===== src/rtl/rs232_tx_fifo.sv =====
// rs232_tx_fifo: byte FIFO plus launch sequencer feeding the RS232 transmitter.
// Optional macro RS232_TX_CTS_EN adds a cts input (2-flop synchronised) that gates launches.
module rs232_tx_fifo #(
  parameter int DEPTH_LOG2 = 4
) (
  input  logic                  clk,
  input  logic                  rst,
  input  logic                  wr,
  input  logic [7:0]            wdata,
  input  logic                  clr_ovf,
  output logic                  full,
  output logic                  empty,
  output logic [DEPTH_LOG2:0]   count,
  output logic                  ovf,
  output logic                  tx_start,
  output logic [7:0]            tx_data,
  input  logic                  tx_rdy
`ifdef RS232_TX_CTS_EN
  ,
  input  logic                  cts
`endif
);

  localparam int DEPTH = 1 << DEPTH_LOG2;
  localparam logic [DEPTH_LOG2:0]   CNT_FULL = {1'b1, {DEPTH_LOG2{1'b0}}};
  localparam logic [DEPTH_LOG2:0]   CNT_ONE  = {{DEPTH_LOG2{1'b0}}, 1'b1};
  localparam logic [DEPTH_LOG2-1:0] PTR_ONE  = {{(DEPTH_LOG2-1){1'b0}}, 1'b1};

  localparam logic [1:0] ST_IDLE  = 2'd0;
  localparam logic [1:0] ST_LOAD  = 2'd1;
  localparam logic [1:0] ST_GUARD = 2'd2;
  localparam logic [1:0] ST_BUSY  = 2'd3;

  logic [7:0]            mem [DEPTH];
  logic [DEPTH_LOG2-1:0] wr_ptr_q, wr_ptr_d;
  logic [DEPTH_LOG2-1:0] rd_ptr_q, rd_ptr_d;
  logic [DEPTH_LOG2:0]   count_q, count_d;
  logic                  full_q, full_d;
  logic                  empty_q, empty_d;
  logic                  ovf_q, ovf_d;
  logic [1:0]            state_q, state_d;
  logic                  tx_start_q, tx_start_d;
  logic [7:0]            tx_data_q;
  logic                  launch_ok;
  logic                  push;
  logic                  pop;

`ifdef RS232_TX_CTS_EN
  logic cts_meta_q;
  logic cts_sync_q;

  always_ff @(posedge clk) begin
    if (rst) begin
      cts_meta_q <= 1'b0;
      cts_sync_q <= 1'b0;
    end else begin
      cts_meta_q <= cts;
      cts_sync_q <= cts_meta_q;
    end
  end

  assign launch_ok = cts_sync_q;
`else
  assign launch_ok = 1'b1;
`endif

  // full_q is the pre-edge flag, so a write while full is dropped even if a pop lands this cycle.
  assign push = wr & ~full_q;
  assign pop  = (state_q == ST_IDLE) & ~empty_q & tx_rdy & launch_ok;

  always_comb begin
    wr_ptr_d = wr_ptr_q;
    rd_ptr_d = rd_ptr_q;
    count_d  = count_q;
    ovf_d    = ovf_q;
    if (push) begin
      wr_ptr_d = wr_ptr_q + PTR_ONE;
    end
    if (pop) begin
      rd_ptr_d = rd_ptr_q + PTR_ONE;
    end
    case ({push, pop})
      2'b10:   count_d = count_q + CNT_ONE;
      2'b01:   count_d = count_q - CNT_ONE;
      default: count_d = count_q;
    endcase
    full_d  = (count_d == CNT_FULL);
    empty_d = (count_d == '0);
    if (wr & full_q) begin
      ovf_d = 1'b1;
    end else if (clr_ovf) begin
      ovf_d = 1'b0;
    end
  end

  // GUARD ignores tx_rdy for one cycle because the transmitter drops rdy a cycle after start.
  always_comb begin
    state_d    = state_q;
    tx_start_d = 1'b0;
    case (state_q)
      ST_IDLE: begin
        if (pop) begin
          tx_start_d = 1'b1;
          state_d    = ST_LOAD;
        end
      end
      ST_LOAD:  state_d = ST_GUARD;
      ST_GUARD: state_d = ST_BUSY;
      ST_BUSY: begin
        if (tx_rdy) begin
          state_d = ST_IDLE;
        end
      end
      default:  state_d = ST_IDLE;
    endcase
  end

  always_ff @(posedge clk) begin
    if (push) begin
      mem[wr_ptr_q] <= wdata;
    end
  end

  always_ff @(posedge clk) begin
    if (rst) begin
      tx_data_q <= 8'h00;
    end else if (pop) begin
      tx_data_q <= mem[rd_ptr_q];
    end
  end

  always_ff @(posedge clk) begin
    if (rst) begin
      wr_ptr_q   <= '0;
      rd_ptr_q   <= '0;
      count_q    <= '0;
      full_q     <= 1'b0;
      empty_q    <= 1'b1;
      ovf_q      <= 1'b0;
      state_q    <= ST_IDLE;
      tx_start_q <= 1'b0;
    end else begin
      wr_ptr_q   <= wr_ptr_d;
      rd_ptr_q   <= rd_ptr_d;
      count_q    <= count_d;
      full_q     <= full_d;
      empty_q    <= empty_d;
      ovf_q      <= ovf_d;
      state_q    <= state_d;
      tx_start_q <= tx_start_d;
    end
  end

  assign full     = full_q;
  assign empty    = empty_q;
  assign count    = count_q;
  assign ovf      = ovf_q;
  assign tx_start = tx_start_q;
  assign tx_data  = tx_data_q;

endmodule


===== config.mk =====
export PLATFORM = sky130hd
export DESIGN_NAME = rs232_tx_fifo
export DESIGN_NICKNAME = d
export VERILOG_FILES = /design/src/rtl/rs232_tx_fifo.sv
export SDC_FILE = /design/constraint.sdc
export NUM_CORES = 1
export LEC_CHECK = 0
export CAP_MARGIN = 10
export CELL_PAD_IN_SITES_DETAIL_PLACEMENT = 0
export CELL_PAD_IN_SITES_GLOBAL_PLACEMENT = 1
export CORE_ASPECT_RATIO = 1.1
export CORE_MARGIN = 2
export CORE_UTILIZATION = 46
export DETAILED_ROUTE_END_ITERATION = 16
export GPL_ROUTABILITY_DRIVEN = 0
export GPL_TIMING_DRIVEN = 0
export PLACE_DENSITY_LB_ADDON = 0.1
export SLEW_MARGIN = 25
export SYNTH_ARGS = -nofsm -noshare
export SYNTH_HDL_FRONTEND = slang
export SYNTH_SLANG_ARGS = --single-unit

===== constraint.sdc =====
create_clock -name clk -period 2.5 [get_ports clk]
set_input_delay 0.25 -clock clk [delete_from_list [all_inputs] [get_ports clk]]
set_output_delay 0.25 -clock clk [all_outputs]
set_load 0.01 [all_outputs]

== Word-level counts from Yosys, hierarchy flattened ==
Memory sizes are Yosys's and may differ from the RTL's. A register that Yosys moved wholly into a read port is not among the register bits.
Cells that the tools add are included.
Cells by class
  equal/unequal tests: 8
  bitwise gates (word level): 7
  reduce and logical (&&, ||, !) cells: 5
  add/sub/neg operators: 4
  muxes and demuxes: 9
Operators with widths (count)
  $pmux W5 S2: 1
  $add A4 B1 Y4 const B: 2
  $pmux W2 S4: 1
  $eq A2 B2 Y1 const B: 3
  $add A5 B1 Y5 const B: 1
  $eq A5 B5 Y1 const B: 1
  $logic_not A5 Y1: 1
  $mux W1: 5
  $sub A5 B1 Y5 const B: 1
  $and A1 B1 Y1: 4
  $eq A2 B1 Y1 const B: 2
  $mux W2: 2
  $ne A2 B2 Y1 const B: 2
  $not A1 Y1: 3
  $logic_not A2 Y1: 1
  $reduce_and A2 Y1: 1
  $reduce_bool A2 Y1: 1
  $reduce_or A2 Y1: 1
Word-level totals
  bits in writable memories: 128
  bits in registers: 19
  word-level logic and storage cells: 42
  memories: 1
  bits of input ports: 13
  output and inout port bits: 17
Memory list
  mem: words 16, width 8, rd ports 1, clocked after Yosys merged registers in 1, write ports 1, line 34  | logic [7:0] mem [DEPTH];

== Longest topological paths before layout ==
Gate-level depths: netlist of run 1.
  depth in word-level cells: 6
  gate-level depth with buffers: 12
  depth with buffers taken out: 12

== Worst setup path after synthesis of run 1 ==
OpenSTA, ideal clock, no wires.
  path type: register -> register
  start point: reg state_q[0]
  end point: reg full_q (netlist: full)
  data required time: 2409 ps
  slack: 8 ps
  clock period less this slack: 2492 ps
  arrival: 2401 ps
  path buffers: 0
  cell stages (with the launch flop): 13
  library setup time: 91 ps
  cells stage by stage: dfxtp_1 inv_1 ha_1 nand3b_4 inv_2 ha_1 xor2_1 ha_1 mux2_2 o21ai_0 nand3_1 xor2_1 nor4bb_1
On the way
  longest elaborated chain between the ends: 6
  elaborated cells on any way between the ends: 7
  classes of those cells: eq/ne: 3; mux: 1; bitwise: 2; reduce/logical: 1
RTL lines
  start, declared: line 41  | logic [1:0] state_q, state_d;
  start signal, assigned: line 149  | state_q <= state_d;
  $logic_not A2 Y1 *: line 69  | assign pop = (state_q == ST_IDLE) & ~empty_q & tx_rdy & launch_ok;
  $and A1 B1 Y1 * (2 in a row): line 69
  via pop: line 46  | logic pop;
  $eq A2 B1 Y1 or $eq A2 B2 Y1 (tied branches): line 82  | case ({push, pop})
  $pmux W5 S2 *: line 82
  $eq A5 B5 Y1 *: line 87  | full_d = (count_d == CNT_FULL);
  end signal, assigned: line 146  | full_q <= full_d;
  end, declared: line 38  | logic full_q, full_d;
The timed path passes the listed nets; every way through them passes the cells marked *.
A chain may end at the register's enable or synchronous reset.

== Worst setup path after layout of run 1 ==
Same ends and word-level chain as after synthesis.

==> flow_summary.json, run 1 <==
{
  "status": "finished clean",
  "ys_types": 40,
  "wl_met1_mm": 5.19,
  "detail-route-antenna-nets": 0,
  "yosys_warnings": 0,
  "tritoncts": "done",
  "fin_setup_tns_ns": 0,
  "root_buffer": "clkbuf_16",
  "synthTopCellsByArea": "edfxtp_1, dfxtp_1, mux4_1",
  "critical_path_arrival_ns": 2.71,
  "utilization_pct": 57.0,
  "pwr-share-comb_pct": 18.7,
  "cp-start-kind": "register",
  "post_dp_cell_area_sq_um": 6810,
  "nFillCells": 1041,
  "setup_viol": 0,
  "die_h_microns": 126,
  "io-pin-count": 30,
  "yosysMostFrequentCell": "edfxtp_1",
  "place_hpwl_mm": 8.02,
  "wl_met3_microns": 453,
  "ys_seq_area_share_pct": 70.1,
  "dr.max_layer_used": "met4",
  "drt_pass1_iterations": 4,
  "drc": 0,
  "drive_above_1_share_pct": 19.6,
  "cts_sinks": 155,
  "relSlewSlack_pct": 35.7,
  "finalHoldViolCount": 0,
  "required_ns": 2.84,
  "syn_area_sq_um": 6250,
  "core_sq_um": 13300,
  "htree_num_levels": 4,
  "fin_crit_ns": 2.37,
  "syn_to_final_growth_pct": 20.8,
  "die-area_sq_um": 14500,
  "fmax_ghz": 0.422,
  "grt_max_degree": 17,
  "p_switching_uw": 1720,
  "critical_path_class": "reg2reg",
  "die_w_microns": 115,
  "num_rows": 44,
  "p_clk_share_pct": 38.1,
  "power_density_nw_per_um2": 923,
  "clk_latency_ns": 0.43,
  "cp-end-kind": "register",
  "dr_total_vias": 3319,
  "grt-ovfl-total": 0,
  "grt_pass1_wl_mm": 19.1,
  "power.share.sequential_pct": 43.2,
  "syn_nets": 387,
  "numCtsBuffers": 17,
  "synth_edf_count": 128,
  "fin_crit_sh_pct": 94.8,
  "grt_pass1_vias": 3326,
  "synth.largest_area_cell": "edfxtp_1",
  "netlist_instances": 362,
  "synth_top_cell_area_share_pct": 61.5,
  "start_util_pct": 47.1,
  "dr_wl_met2_mm": 6.60,
  "via_per_inst": 5.37,
  "async_reset_ff_share_pct": 0,
  "p_int_uw": 5260,
  "grt_use_total_pct": 19.0,
  "port_buffers": 28,
  "p_leak_uw": 0.00252,
  "finalMaxSlewViolations": 0,
  "clock_path_buffers": 2,
  "diodes": 0,
  "worst_clock_skew_ns": 0.00722,
  "synth_commonest_cells": "edfxtp_1, nor2_1, dfxtp_1",
  "worst_slew_pin_slew_ns": 0.960,
  "clkTransAtPathRegs_ns": 0.06,
  "wl_per_cell_microns": 20.5,
  "synth_top_flop_cell": "edfxtp_1",
  "hp-class": "in2reg",
  "cts_hold_buf": 0,
  "avgSynthCellArea_sq_um": 17.3,
  "drv_cap": 0,
  "ir_drop_uv": 592,
  "fin_area_sq_um": 7560,
  "p_sw_share_pct": 24.6,
  "critical_path.max_fanout": 6,
  "ys_seq_elements": 155,
  "antenna_found_initial": 0,
  "totalWireLength_mm": 12.7,
  "drt-initial-drc-count": 195,
  "nNetsFinal": 447
}
## area by class of cell
| type | instances | area, sq um | share of cell area (%) |
|---|---|---|---|
| Clock buffer | 19 | 433 | 5.73 |
| Timing Repair Buffer | 41 | 378 | 5.00 |
| Tap cell | 184 | 230 | 3.05 |
| Sequential cell | 155 | 4390 | 58.1 |
| Buffer | 18 | 121 | 1.61 |
| Clock inverter | 12 | 174 | 2.30 |
| Inverter | 8 | 40.0 | 0.530 |
| Multi-Input combinational cell | 181 | 1790 | 23.7 |
## registers in the layout, summed over array words and instances (netlist names)
signal / cells
mem: 128
tx_data: 8
count: 5
rd_ptr_q: 4
wr_ptr_q: 4
state_q: 2
empty: 1
full: 1
ovf: 1
tx_start: 1
## repair_timing
action,CTS,global route
buffers inserted,1,8
gates resized for setup,7,17
pin swaps,2,5
endpoints found under the hold margin,0,0
setup endpoints to repair,4,3
## metal layers
layer  track usage (%)  vias to the layer above
met5                 0                        -
li1                  -                     1542
met3              4.04                       25
met4              9.85                        0
met1              22.9                     1690
met2              31.9                       62
## kinds of logic after synthesis
kind of cell / share of synthesized area [%]
flops: 70.1
simple gates: 5.62
compound gates: 4.96
mux: 13.1
buf+inv: 2.36
fa+ha+maj: 2.40
xor+xnor: 1.40
## through the flow
stage | instances | power [uW] | hold slack (ns) | setup WS (ns)
finish | 618 | 6980 | 0.253 | 0.130
global route | 618 | 7260 | 0.299 | -0.00725
CTS | 610 | 6940 | 0.262 | 0.00632
detailed placement | 578 | 4240 | 0.464 | -0.625
global placement | 574 | 4210 | 0.457 | -0.633
floorplan | 362 | 3860 | 0.349 | 0.00810
## placed cells by master, fill, tap and decap left out, types with 2 or more instances in the layout
cell,n
edfxtp_1,128
nor2_1,35
clkdlybuf4s50_1,28
dfxtp_1,25
a21oi_1,23
clkbuf_16,17
mux4_2,16
a22oi_1,16
mux4_1,16
buf_4,14
nand2_1,14
clkbuf_1,11
ha_1,9
inv_1,5
xor2_1,5
nor2b_1,5
nand2b_1,4
nor3_2,4
xnor2_1,4
clkinvlp_4,4
bufinv_16,4
buf_2,3
mux2i_1,3
clkinv_2,3
inv_4,2
buf_8,2
o21ai_0,2
nor3_1,2
nand4_1,2
ha_4,2
## worst max-delay path: stages, from the launching register on
cell	delay (ns)
dfxtp_2	0.33
inv_4	0.07
ha_4	0.15
nand3b_4	0.11
inv_6	0.10
ha_4	0.14
xor2_1	0.14
ha_2	0.22
mux2_4	0.31
o21ai_2	0.14
nand3_2	0.11
xor2_2	0.21
nor4bb_1	0.25
## power groups by stage
stage	Combinational, uW	Clock [uW]	Sequential (uW)
6_report	1310	2660	3010
5_1_grt	1430	2800	3030
4_1_cts	1240	2700	3000
3_5_place_dp	1190	0	3050
3_3_place_gp	1160	0	3050
2_1_floorplan	804	0	3060
## worst paths after layout
| kind | start | to | slack [ns] | depth (start not counted) |
|---|---|---|---|---|
| worst max register to register | state_q[0] | full | 0.13 | 12 |
| worst min-delay path | rst | ovf | 0.25 | 2 |
| worst min register to register | ovf | ovf | 0.47 | 2 |
| worst max-delay path | state_q[0] | full | 0.13 | 12 |
(Power assumes the default switching activity.)
==> inputs of run 2 (changes only) <==
--- a/config.mk
+++ b/config.mk
@@ -11,6 +11,7 @@
 export CORE_ASPECT_RATIO = 1.1
 export CORE_MARGIN = 2
 export CORE_UTILIZATION = 46
+export CTS_CLUSTER_DIAMETER = 80
 export DETAILED_ROUTE_END_ITERATION = 16
 export GPL_ROUTABILITY_DRIVEN = 0
 export GPL_TIMING_DRIVEN = 0
==> results of run 2 <==
Final layout, timing and power as in run 1 (identical DEF).
==> inputs of run 3 (changes only) <==
--- a/config.mk
+++ b/config.mk
@@ -11,7 +11,6 @@
 export CORE_ASPECT_RATIO = 1.1
 export CORE_MARGIN = 2
 export CORE_UTILIZATION = 46
-export CTS_CLUSTER_DIAMETER = 80
 export DETAILED_ROUTE_END_ITERATION = 16
 export GPL_ROUTABILITY_DRIVEN = 0
 export GPL_TIMING_DRIVEN = 0
==> results of run 3 <==
Final layout, timing and power as in run 1 (identical DEF).
